===== src/rtl/ren_simd_arb_pkg.sv =====
// Shared definitions for the setup-stage SIMD arbiter and its helpers.
//   state_e    : sequencer states (S_IDLE / S_ISSUE / S_DONE)
//   OP_*       : FP_SIMD opcodes
//   LANE_W/N   : default FP word width and SIMD lane count
package ren_simd_arb_pkg;

  typedef enum logic [1:0] {
    S_IDLE  = 2'd0,
    S_ISSUE = 2'd1,
    S_DONE  = 2'd2
  } state_e;

  localparam logic [2:0] OP_ADD = 3'd0;
  localparam logic [2:0] OP_SUB = 3'd1;
  localparam logic [2:0] OP_MUL = 3'd2;

  // 22-bit FP word: sign, 5-bit exponent, 16-bit fraction
  localparam int LANE_W = 22;
  localparam int LANE_N = 4;

endpackage


===== src/rtl/ren_simd_arb_rr_pick.sv =====
// ren_rr_pick: combinational round-robin priority picker.
//   req : request vector
//   ptr : index with highest priority this round
//   gnt : one-hot winner (zero when no request)
//   idx : binary index of the winner (zero when no request)
module ren_rr_pick #(
  parameter int N_REQ = 2,
  parameter int PW    = (N_REQ > 1) ? $clog2(N_REQ) : 1
) (
  input  logic [N_REQ-1:0] req,
  input  logic [PW-1:0]    ptr,
  output logic [N_REQ-1:0] gnt,
  output logic [PW-1:0]    idx
);

  logic found;

  // Two passes: first ptr..N_REQ-1, then wrap to 0..ptr-1.
  always_comb begin
    gnt   = '0;
    idx   = '0;
    found = 1'b0;
    for (int j = 0; j < N_REQ; j++) begin
      if (!found && req[j] && (j >= int'(ptr))) begin
        found  = 1'b1;
        gnt[j] = 1'b1;
        idx    = PW'(j);
      end
    end
    for (int j = 0; j < N_REQ; j++) begin
      if (!found && req[j] && (j < int'(ptr))) begin
        found  = 1'b1;
        gnt[j] = 1'b1;
        idx    = PW'(j);
      end
    end
  end

endmodule


===== src/rtl/ren_simd_arb.sv =====
// ren_simd_arb: round-robin arbiter/sequencer sharing one LANES-wide FP_SIMD
// unit between N_REQ setup-stage requesters.
//   clk, rstn          : clock, synchronous reset (active HIGH)
//   i_req/i_in1/i_in2/i_opcode : per-requester request level and operands
//   o_grant / o_done / o_err   : one-hot grant pulse, one-hot done pulse, abort flag
//   o_result, o_idle           : captured SIMD result, idle indicator
//   o_simd_*, i_simd_*         : interface to the shared SIMD unit
module ren_simd_arb
  import ren_simd_arb_pkg::*;
#(
  parameter int N_REQ   = 2,
  parameter int DW      = 22,
  parameter int LANES   = 4,
  parameter int OPW     = 3,
  parameter int TIMEOUT = 255
) (
  input  logic                      clk,
  input  logic                      rstn,
  input  logic [N_REQ-1:0]          i_req,
  input  logic [N_REQ*LANES*DW-1:0] i_in1,
  input  logic [N_REQ*LANES*DW-1:0] i_in2,
  input  logic [N_REQ*OPW-1:0]      i_opcode,
  output logic [N_REQ-1:0]          o_grant,
  output logic [N_REQ-1:0]          o_done,
  output logic                      o_err,
  output logic [LANES*DW-1:0]       o_result,
  output logic                      o_idle,
  output logic                      o_simd_en,
  output logic [LANES*DW-1:0]       o_simd_in1,
  output logic [LANES*DW-1:0]       o_simd_in2,
  output logic [OPW-1:0]            o_simd_opcode,
  input  logic [LANES*DW-1:0]       i_simd_out,
  input  logic                      i_simd_valid,
  input  logic                      i_simd_busy
);

  localparam int VW  = LANES * DW;
  localparam int PW  = (N_REQ > 1) ? $clog2(N_REQ) : 1;
  localparam int WDW = $clog2(TIMEOUT + 1);

  state_e           state_q, state_d;
  logic [PW-1:0]    rr_q, rr_d;
  logic [PW-1:0]    owner_q, owner_d;
  logic [WDW-1:0]   wd_q, wd_d;
  logic [N_REQ-1:0] grant_q, grant_d;
  logic [N_REQ-1:0] done_q, done_d;
  logic             err_q, err_d;
  logic [VW-1:0]    result_q, result_d;
  logic             idle_q, idle_d;
  logic             en_q, en_d;
  logic [VW-1:0]    in1_q, in1_d, in2_q, in2_d;
  logic [OPW-1:0]   opc_q, opc_d;

  logic [N_REQ-1:0] pick_gnt;
  logic [PW-1:0]    pick_idx;
  logic [VW-1:0]    in1_sel, in2_sel;
  logic [OPW-1:0]   opc_sel;

  ren_rr_pick #(.N_REQ(N_REQ), .PW(PW)) u_pick (
    .req (i_req),
    .ptr (rr_q),
    .gnt (pick_gnt),
    .idx (pick_idx)
  );

  // Operand mux for the current winner
  always_comb begin
    in1_sel = '0;
    in2_sel = '0;
    opc_sel = '0;
    for (int r = 0; r < N_REQ; r++) begin
      if (pick_idx == PW'(r)) begin
        in1_sel = i_in1[r*VW +: VW];
        in2_sel = i_in2[r*VW +: VW];
        opc_sel = i_opcode[r*OPW +: OPW];
      end
    end
  end

  always_comb begin
    state_d  = state_q;
    rr_d     = rr_q;
    owner_d  = owner_q;
    wd_d     = wd_q;
    grant_d  = '0;
    done_d   = '0;
    err_d    = 1'b0;
    result_d = result_q;
    idle_d   = idle_q;
    en_d     = en_q;
    in1_d    = in1_q;
    in2_d    = in2_q;
    opc_d    = opc_q;
    case (state_q)
      S_IDLE: begin
        if (|i_req && !i_simd_busy) begin
          state_d = S_ISSUE;
          owner_d = pick_idx;
          wd_d    = '0;
          in1_d   = in1_sel;
          in2_d   = in2_sel;
          opc_d   = opc_sel;
          grant_d = pick_gnt;
          en_d    = 1'b1;
          idle_d  = 1'b0;
        end
      end
      S_ISSUE: begin
        // Valid is tested first so a result arriving on the timeout cycle wins.
        if (i_simd_valid) begin
          result_d        = i_simd_out;
          state_d         = S_DONE;
          en_d            = 1'b0;
          done_d[owner_q] = 1'b1;
        end else if (wd_q == WDW'(TIMEOUT)) begin
          result_d        = '0;
          err_d           = 1'b1;
          state_d         = S_DONE;
          en_d            = 1'b0;
          done_d[owner_q] = 1'b1;
        end else begin
          wd_d = wd_q + WDW'(1);
        end
      end
      S_DONE: begin
        rr_d    = (owner_q == PW'(N_REQ - 1)) ? '0 : owner_q + PW'(1);
        state_d = S_IDLE;
        idle_d  = 1'b1;
      end
      default: begin
        state_d = S_IDLE;
        idle_d  = 1'b1;
        en_d    = 1'b0;
      end
    endcase
  end

  always_ff @(posedge clk) begin
    if (rstn) begin
      state_q  <= S_IDLE;
      rr_q     <= '0;
      owner_q  <= '0;
      wd_q     <= '0;
      grant_q  <= '0;
      done_q   <= '0;
      err_q    <= 1'b0;
      result_q <= '0;
      idle_q   <= 1'b1;
      en_q     <= 1'b0;
      in1_q    <= '0;
      in2_q    <= '0;
      opc_q    <= '0;
    end else begin
      state_q  <= state_d;
      rr_q     <= rr_d;
      owner_q  <= owner_d;
      wd_q     <= wd_d;
      grant_q  <= grant_d;
      done_q   <= done_d;
      err_q    <= err_d;
      result_q <= result_d;
      idle_q   <= idle_d;
      en_q     <= en_d;
      in1_q    <= in1_d;
      in2_q    <= in2_d;
      opc_q    <= opc_d;
    end
  end

  assign o_grant       = grant_q;
  assign o_done        = done_q;
  assign o_err         = err_q;
  assign o_result      = result_q;
  assign o_idle        = idle_q;
  assign o_simd_en     = en_q;
  assign o_simd_in1    = in1_q;
  assign o_simd_in2    = in2_q;
  assign o_simd_opcode = opc_q;

endmodule


===== config.mk =====
export PLATFORM = sky130hd
export DESIGN_NAME = ren_simd_arb
export DESIGN_NICKNAME = d
export VERILOG_FILES = /design/src/rtl/ren_simd_arb_pkg.sv /design/src/rtl/ren_simd_arb_rr_pick.sv /design/src/rtl/ren_simd_arb.sv
export SDC_FILE = /design/constraint.sdc
export NUM_CORES = 1
export LEC_CHECK = 0
export CORE_AREA = 2 2 279 281
export DETAILED_ROUTE_END_ITERATION = 6
export DIE_AREA = 0 0 281 283
export PLACE_DENSITY_LB_ADDON = 0.15
export SLEW_MARGIN = 40
export SYNTH_ARGS = -nofsm -noshare
export SYNTH_HDL_FRONTEND = slang
export SYNTH_HIERARCHICAL = 1
export SYNTH_SLANG_ARGS = --single-unit

===== constraint.sdc =====
create_clock -name clk -period 2.87 [get_ports clk]
set_input_delay 0.4305 -clock clk [delete_from_list [all_inputs] [get_ports clk]]
set_output_delay 0.4305 -clock clk [all_outputs]
set_load 0.02 [all_outputs]

==> qor.csv <==
metric;value;unit
Setup crit end kind;output pin;
die area;0.07952;mm²
Final WS setup;0.8242;ns
crit-path cells;clkdlybuf4s50_1;
Multi-input gate area;0.005514;mm²
Buf/Inv on CP;1;
hpwl dp;38.96;mm
Worst setup SP type;flip-flop;
Rows;102;
Final min period;2.046;ns
Synth top cells by count;286 x dfxtp_1, 185 x nor2_1, 180 x mux2i_1;
postcts setup bufs;0;
GR Layer Usage met3;0.04849;
post-CTS resize count;0;
CP max stage delay;0.69;ns
fraction of registers with async set/reset;0;
Post-Place Setup Slack;0.4186;ns
Layout area overhead;82.66;%
hold_buf cts;0;
io pins;726;
Max VDD drop;0.3025;mV
cell count after synthesis;1087;
Synthesized Nets;1540;
CP max FO;2;
Mean Syn Cell Area;10.84;µm²
Peak Freq;488.8;MHz
count of input and output buffers;725;
met2 Usage GRT;0.2291;
Worst-Skew Late Latency;0.55;ns
Syn Std Cell Area;0.01178;mm²
Die Y;283;µm
Via-to-Cell Ratio;3.793;
CTS Buffer Depth;3;
Layout Nets;2234;
worst hold path class;in -> reg;
worst clock skew;0.01461;ns
top cells by area, synth;dfxtp_1 49%, mux2i_1 15%, a211oi_2 9.6%, a22o_1 6.7%, nor2_1 5.9%;
post-route ant nets;0;
Synth Flop Type;dfxtp_1;
routed len/inst;17.91;µm
Routed WL;51.09;mm
Final Setup Violations;0;
Synth Warn #;6;
crit share post-route;0.7128;
Core ar.;0.07670;mm²
vias post-DR;10818;
most area-hungry cell type in the Yosys netlist;dfxtp_1;
Arr. time, crit path;1.62;ns
die width;281;µm
initial antenna violation count;4;
number of DRC markers in iteration 0;311;
H-tree levels;2;
clock slew at reported path FFs;0.05;ns
RePlAce Congestion;0.7583;
Fin Setup TNS;0;ns
fillcell total;7998;
CTS tree;done;
Crit-path slowest cell;clkdlybuf4s50_1;
first-pass GRT wire length;73.64;mm
P_leak;0.007685;µW
clock sinks;286;
status;completed;
worst slew pin tran;0.6543;ns
worst relative slew slack;0.5638;
GRT Total Usage;0.1226;
met1 GRT Util;0.1261;
busiest grt layer;met2;
largest net degree at the start of global routing;90;
Final Hold Vio Count;0;
layout cells sized above 1;0.1016;
clock root buffer;clkbuf_16;
post-synthesis register bit count;286;
# Max-Cap Violations;0;
Congestion Overflow GR;0;
Starting Density;0.1536;
RSZ-0062 raised after global routing;no;
Layout Utilization;0.2806;
DRC errors left;0;
WHS;0.3493;ns
CP Class;reg -> out;
most common cell in the netlist;dfxtp_1;
number of global-route vias before repair;11274;
CP Data Required Time;2.44;ns
Max Slew Vio Count;0;
TritonRoute pass-1 iters;4;
post-synthesis sequential area ratio;0.4859;
Top Family by Delay on Critical Path;buffers and inverters;
number of synthesized flops with an enable pin;0;
register area;0.005725;mm²
share of the synthesized area in the top cell type;0.4859;
Unique masters post-synth;39;
CTS Buf Count;40;
power per cell area;554.2;mW/mm²
[path summary, 6_finish.rpt]
check	to	cells past startpoint	startpoint	slack (ns)
min	o_simd_in2[78]	2	rstn	0.35
max	o_simd_in2[75]	1	o_simd_in2[75]	0.82
max reg2reg	o_result[22]	6	wd_q[0]	1.02
min reg2reg	o_result[33]	1	o_result[33]	0.47
[per-stage QoR]
stage	power [µW]	cell area [µm²]	instances
global placement	7184	20240	2779
global route	12560	21520	2851
CTS	12240	21520	2851
finish	11930	21520	2852
detailed placement	7187	20240	2779
floorplan	5701	11780	1087
[cells by family after synthesis]
group / Yosys count / synth area share
simple gates: 221 / 0.07667
fa+ha+maj: 1 / 0.001062
flops: 286 / 0.4859
compound gates: 295 / 0.2349
mux: 180 / 0.1529
buf+inv: 104 / 0.04853
[sequential cells by signal (all words and copies together) (netlist names)]
name           flops
owner_q            1
o_idle             1
o_done             2
o_result          88
state_q            2
o_simd_opcode      3
wd_q               8
rr_q               1
o_simd_in2        88
o_err              1
o_grant            2
o_simd_in1        88
o_simd_en          1
[where the power goes]
| part | switching, µW | internal (µW) | leakage, µW |
|---|---|---|---|
| sequential | 147 | 4260 | 0.00235 |
| combinational | 1230 | 1420 | 0.00470 |
| clock | 1920 | 2950 | 0.000632 |
[cell type report]
type                            count  area share
Antenna cell                        1   0.0001163
Clock buffer                       63     0.05569
Clock inverter                      9    0.003779
Inverter                            3   0.0005232
Multi-Input combinational cell    697      0.2562
Sequential cell                   286      0.2660
Tap cell                         1040     0.06046
Timing Repair Buffer              753      0.3572
[placed cells by master (no fill, tap or decap), drive strengths merged, types with 4 or more instances in the layout]
master | netlist | routed
mux2i | 180 | 180
o22a | 4 | 4
clkdlybuf4s50 | 0 | 724
clkinv | 0 | 6
a22o | 90 | 90
nor2 | 185 | 185
buf | 71 | 28
clkbuf | 30 | 64
a211oi | 180 | 180
nand2 | 9 | 9
dfxtp | 286 | 286
and3 | 6 | 6
inv | 3 | 5
a21boi | 4 | 4
nand3 | 5 | 5
a21oi | 8 | 8
[routing by layer]
layer  vias up  share of wire
met2       420           0.52
met1      4924           0.36
li1       5420              -
met4         2          0.017
met3        52          0.099
met5         -        0.00025
Note: power is estimated with default switching activity, not from simulation.
